$ cat src/rtl/fetch_unit.sv
// Instruction-fetch stage: owns the PC, fills a 2-entry prefetch queue from
// combinational instruction memory and presents the head to decode.
module fetch_unit #(
  parameter int unsigned ADDR_W   = 7,
  parameter int unsigned INSTR_W  = 32,
  parameter int unsigned PC_STEP  = 2,
  parameter int unsigned RESET_PC = 0
) (
  input  logic               clk,
  input  logic               reset,
  output logic [ADDR_W-1:0]  imem_addr,
  input  logic [INSTR_W-1:0] imem_instr,
  output logic               out_valid,
  input  logic               out_ready,
  output logic [INSTR_W-1:0] out_instr,
  output logic [ADDR_W-1:0]  out_pc,
  input  logic               redirect_valid,
  input  logic [ADDR_W-1:0]  redirect_pc,
  input  logic               halt_req,
  output logic               halted
);

  localparam int unsigned CNT_W = 2;

  typedef enum logic {
    FETCH  = 1'b0,
    HALTED = 1'b1
  } state_t;

  state_t              state_q;
  state_t              state_d;
  logic [ADDR_W-1:0]   pc_q;
  logic [CNT_W-1:0]    count_q;
  logic [INSTR_W-1:0]  q_instr [2];
  logic [ADDR_W-1:0]   q_pc    [2];

  logic                pop_c;
  logic                push_c;
  logic                wr_idx_c;
  logic [ADDR_W-1:0]   redirect_tgt_c;

  // Redirect targets are always halfword aligned.
  assign redirect_tgt_c = redirect_pc & ~ADDR_W'(1);

  assign imem_addr = pc_q;
  assign out_valid = (count_q != CNT_W'(0));
  assign out_instr = q_instr[0];
  assign out_pc    = q_pc[0];
  assign halted    = (state_q == HALTED);

  // FSM state register.
  always_ff @(posedge clk or posedge reset) begin
    if (reset) begin
      state_q <= FETCH;
    end else begin
      state_q <= state_d;
    end
  end

  // Next state, push/pop decisions and tail slot selection.
  always_comb begin
    state_d  = state_q;
    pop_c    = out_valid & out_ready;
    push_c   = 1'b0;
    wr_idx_c = 1'(count_q - {1'b0, pop_c});
    case (state_q)
      FETCH: begin
        push_c = !halt_req && !redirect_valid &&
                 ((count_q != CNT_W'(2)) || pop_c);
        if (halt_req && !redirect_valid) begin
          state_d = HALTED;
        end
      end
      HALTED: begin
        if (redirect_valid) begin
          state_d = FETCH;
        end
      end
    endcase
  end

  // PC, occupancy and queue storage; a pop shifts slot 1 into the head and a
  // same-cycle push into slot 0 overrides that shift.
  always_ff @(posedge clk or posedge reset) begin
    if (reset) begin
      pc_q       <= ADDR_W'(RESET_PC);
      count_q    <= '0;
      q_instr[0] <= '0;
      q_instr[1] <= '0;
      q_pc[0]    <= '0;
      q_pc[1]    <= '0;
    end else begin
      if (redirect_valid) begin
        pc_q <= redirect_tgt_c;
      end else if (push_c) begin
        pc_q <= pc_q + ADDR_W'(PC_STEP);
      end

      if (redirect_valid) begin
        count_q <= '0;
      end else begin
        case ({push_c, pop_c})
          2'b10:   count_q <= count_q + CNT_W'(1);
          2'b01:   count_q <= count_q - CNT_W'(1);
          default: count_q <= count_q;
        endcase
      end

      if (pop_c) begin
        q_instr[0] <= q_instr[1];
        q_pc[0]    <= q_pc[1];
      end
      if (push_c) begin
        q_instr[wr_idx_c] <= imem_instr;
        q_pc[wr_idx_c]    <= pc_q;
      end
    end
  end

endmodule

$ cat config.mk
export PLATFORM = sky130hd
export DESIGN_NAME = fetch_unit
export DESIGN_NICKNAME = d
export VERILOG_FILES = /design/src/rtl/fetch_unit.sv
export SDC_FILE = /design/constraint.sdc
export NUM_CORES = 1
export LEC_CHECK = 0
export ABC_CLOCK_PERIOD_IN_PS = 3400
export CELL_PAD_IN_SITES_DETAIL_PLACEMENT = 1
export CELL_PAD_IN_SITES_GLOBAL_PLACEMENT = 1
export CORE_ASPECT_RATIO = 1.1
export CORE_MARGIN = 1.5
export CORE_UTILIZATION = 43
export CTS_BUF_LIST = sky130_fd_sc_hd__clkbuf_4 sky130_fd_sc_hd__clkbuf_8
export CTS_CLUSTER_DIAMETER = 60
export DETAILED_ROUTE_END_ITERATION = 16
export GPL_ROUTABILITY_DRIVEN = 0
export PLACE_DENSITY = 0.89
export SLEW_MARGIN = 10
export SYNTH_ARGS = -nofsm -noshare
export SYNTH_HDL_FRONTEND = slang
export SYNTH_SLANG_ARGS = --single-unit
$ cat constraint.sdc
create_clock -name clk -period 3.4 [get_ports clk]
set_clock_uncertainty 0.05 [all_clocks]
set_input_delay 0.68 -clock clk [delete_from_list [all_inputs] [get_ports clk]]
set_output_delay 0.68 -clock clk [all_outputs]
set_load 0.01 [all_outputs]
==> run summary <==
RUN STATUS
-----------------------------------------------------------------------------------------------
Run status                                                                         complete, but fails checks
Violated checks                                                                    design-rule violations

CLOCK NETWORK
-----------------------------------------------------------------------------------------------
Max Root-Sink Buffers                                                                         2
Later-pin clock latency in the skew report                                              0.35 ns
H-tree levels                                                                                 3
Number of buffers inserted to repair setup after CTS                                          0
Clock sink total                                                                             86
Hold Buf Count CTS                                                                            0
Clock input transition at the sequential cells of the worst setup and hold paths        0.09 ns
TritonCTS clock tree                                                                       done
Number of buffers added by the clock tree synthesis step                                      9
Post-CTS resize count                                                                         0
Root Driver                                                                        sky130_fd_sc_hd__clkbuf_8

FINAL LAYOUT
-----------------------------------------------------------------------------------------------
Layout fillers                                                                              983
Non-Filler Instances                                                                        490
Layout cell share with drive strength beyond 1                                            38.1%
Area of the multi-input gates                                                         1770 um^2
Area taken by flip-flops and latches                                                  2150 um^2
Most used cells in the layout excluding fill and tap cells                         sky130_fd_sc_hd__mux2_2 (92), sky130_fd_sc_hd__clkdlybuf4s50_1 (89), sky130_fd_sc_hd__dfrtp_1 (86)
Layout overhead on the synthesized area                                                   20.9%
# nets final                                                                                411
Most common cell after layout, fill and taps aside                                 sky130_fd_sc_hd__mux2_2
ANT cells                                                                                     0

PLACED DESIGN
-----------------------------------------------------------------------------------------------
Half-perimeter wire length after detailed placement                                     6280 um
Setup slack at placement                                                               0.451 ns
Count of buffers inserted at the top-level ports                                             89
Cell total after placement                                                                  475

LOGIC SYNTHESIS
-----------------------------------------------------------------------------------------------
Share of synthesized area occupied by flip-flops and latches                              49.6%
Ys Warns                                                                                      0
Top_reg_cell synth                                                                 sky130_fd_sc_hd__dfrtp_1
Mapped Cells                                                                                314
Synthesized area divided by synthesized cell count                                    13.8 um^2
Number of storage elements in the synthesis netlist                                          86
FFs w/ async S/R, synth                                                                    100%
EDFF count, synth                                                                             0
Cell Area, Synth                                                                      4340 um^2
Synth Net Count                                                                             359
Count of different cell masters after synthesis                                              44

GRT
-----------------------------------------------------------------------------------------------
Maximum number of pins on one net before global-route repair                                 53
Vias in the first global route                                                             2938
Overflow left after global routing                                                            0
Overall Global Routing Usage                                                              18.6%
Wire length of the first global-routing pass                                           15100 um
Initial antenna violation count                                                               0

WORST HOLD PATH
-----------------------------------------------------------------------------------------------
Worst Hold Path Cells                                                                         1
Class of the tightest hold or removal check                                        register to register

TIMING
-----------------------------------------------------------------------------------------------
Crit share post-route                                                                     76.8%
Tightest hold margin                                                                   0.459 ns
Final count of hold timing violations                                                         0
Worst-Margin Slew                                                                       1.12 ns
Final-layout setup total negative slack                                                    0 ns
Worst relative slew slack                                                                 24.9%
Final setup violation count                                                                   0
Final worst-path setup slack                                                           0.788 ns
Final min period                                                                        2.61 ns
RSZ-0062 raised after global routing                                                      false
Fmax                                                                                  0.383 GHz
Max-slew violation count                                                                      0

ROUTING
-----------------------------------------------------------------------------------------------
Starting DRC count in detailed routing                                                       73
Number of optimization iterations in the first detailed-route pass                           10
Drt total wl                                                                            9290 um
Drt wl/cell                                                                             19.0 um
Ratio of routed vias to standard cells                                                     5.28
Detail Route Antenna Nets                                                                     0
Post-route DRC violation count                                                                8
Total via count in the routed design                                                       2585

DIE
-----------------------------------------------------------------------------------------------
Die Area                                                                             10700 um^2
Starting density of the core                                                              44.1%
Die width                                                                               98.8 um
IO Pins                                                                                      92
Site row count                                                                               38
Vertical die dimension                                                                   108 um
CORE AREA                                                                             9840 um^2

CRITICAL PATH
-----------------------------------------------------------------------------------------------
Worst setup SP type                                                                    register
Arrival time of the worst setup path                                                    2.80 ns
Worst Path Class, Setup                                                            register to register
Maximum fanout encountered on the critical timing path                                       31
Type of element capturing the critical path                                            register
Required time of the critical path                                                      3.58 ns
Register-to-Register Path Depth                                                               4

PWR
-----------------------------------------------------------------------------------------------
Max rail drop VDD                                                                        305 uV
Leakage                                                                                 2.31 nW
Power after layout                                                                      3.12 mW
Pwr/cell area                                                                       595 nW/um^2

FLOW RUN
-----------------------------------------------------------------------------------------------
MaxCap Viol Count                                                                             0

==> kinds of logic after synthesis <==
logic type / Yosys count / synth area share (%)
compound gates: 18 / 3.34
simple gates: 36 / 5.53
fa+ha+maj: 1 / 0.288
buf+inv: 58 / 9.94
flops: 86 / 49.6
other cells: 1 / 0.0864
mux: 114 / 31.2
==> synthesized netlist by cell type (all sizes together) (2+ instances only) <==
master	n	area, um^2
mux2	112	1340
mux2i	2	20.0
nand3	3	15.0
buf	54	417
inv	2	7.51
o21ai	3	15.0
nand4	3	18.8
a21oi	5	25.0
nand2b	6	40.0
dfrtp	86	2150
clkbuf	2	7.51
and3	3	18.8
nand3b	2	27.5
nor4b	2	17.5
nor2	5	18.8
nand2	3	11.3
a2111oi	2	36.3
nor4bb	2	20.0
==> worst max-delay path, cell delays in order (launching register included) <==
cell and delay [ns]:
sky130_fd_sc_hd__dfrtp_1 0.51, sky130_fd_sc_hd__o21ai_4 0.93, sky130_fd_sc_hd__buf_4 0.35, sky130_fd_sc_hd__mux2_2 0.36, sky130_fd_sc_hd__mux2_2 0.27
==> final cells by class <==
cell class	count	area share [%]
Inverter	2	0.167
Sequential cell	86	41.0
Tap cell	120	2.86
Clock buffer	10	2.50
Timing Repair Buffer	97	18.4
Clock inverter	5	1.43
Multi-Input combinational cell	170	33.7
==> flip-flops by register name, indices dropped and copies added, names as in the netlist <==
register,cells
count_q,2
halted,1
imem_addr,6
out_instr,32
out_pc,7
q_instr,32
q_pc,6
==> metal layers <==
metal | vias to the layer above | wire length [um] | track usage [%]
met2 | 65 | 5030 | 33.2
met3 | 11 | 356 | 4.65
li1 | 1171 | - | -
met1 | 1338 | 3750 | 21.9
met4 | 0 | 159 | 6.22
met5 | - | 0 | 0
==> stage by stage <==
stage / utilization [%] / cell area (um^2)
global placement: 51.2 / 5040
finish: 53.3 / 5250
floorplan: - / 4340
CTS: 53.3 / 5250
detailed placement: 51.2 / 5040
global route: 53.3 / 5250
==> worst paths after layout <==
kind                                         from                 endpoint  slack (ns)
max                        count_q[1]$_DFFE_PP0P_  out_instr[12]$_DFF_PP0_        0.79
min                           q_pc[1]$_DFFE_PP0P_      q_pc[1]$_DFFE_PP0P_        0.46
max reg2reg                count_q[1]$_DFFE_PP0P_  out_instr[12]$_DFF_PP0_        0.79
min reg2reg                   q_pc[1]$_DFFE_PP0P_      q_pc[1]$_DFFE_PP0P_        0.46
max in group asynchronous                   reset   q_instr[1]$_DFFE_PP0P_        1.94
min in group asynchronous                   reset  q_instr[10]$_DFFE_PP0P_        0.66
==> power by group <==
group | internal (mW) | switching (mW) | leakage (nW) | total, mW
clock | 0.415 | 0.354 | 0.109 | 0.768
combinational | 0.615 | 0.317 | 1.12 | 0.931
sequential | 1.27 | 0.149 | 1.08 | 1.42
(Power assumes the default switching activity.)
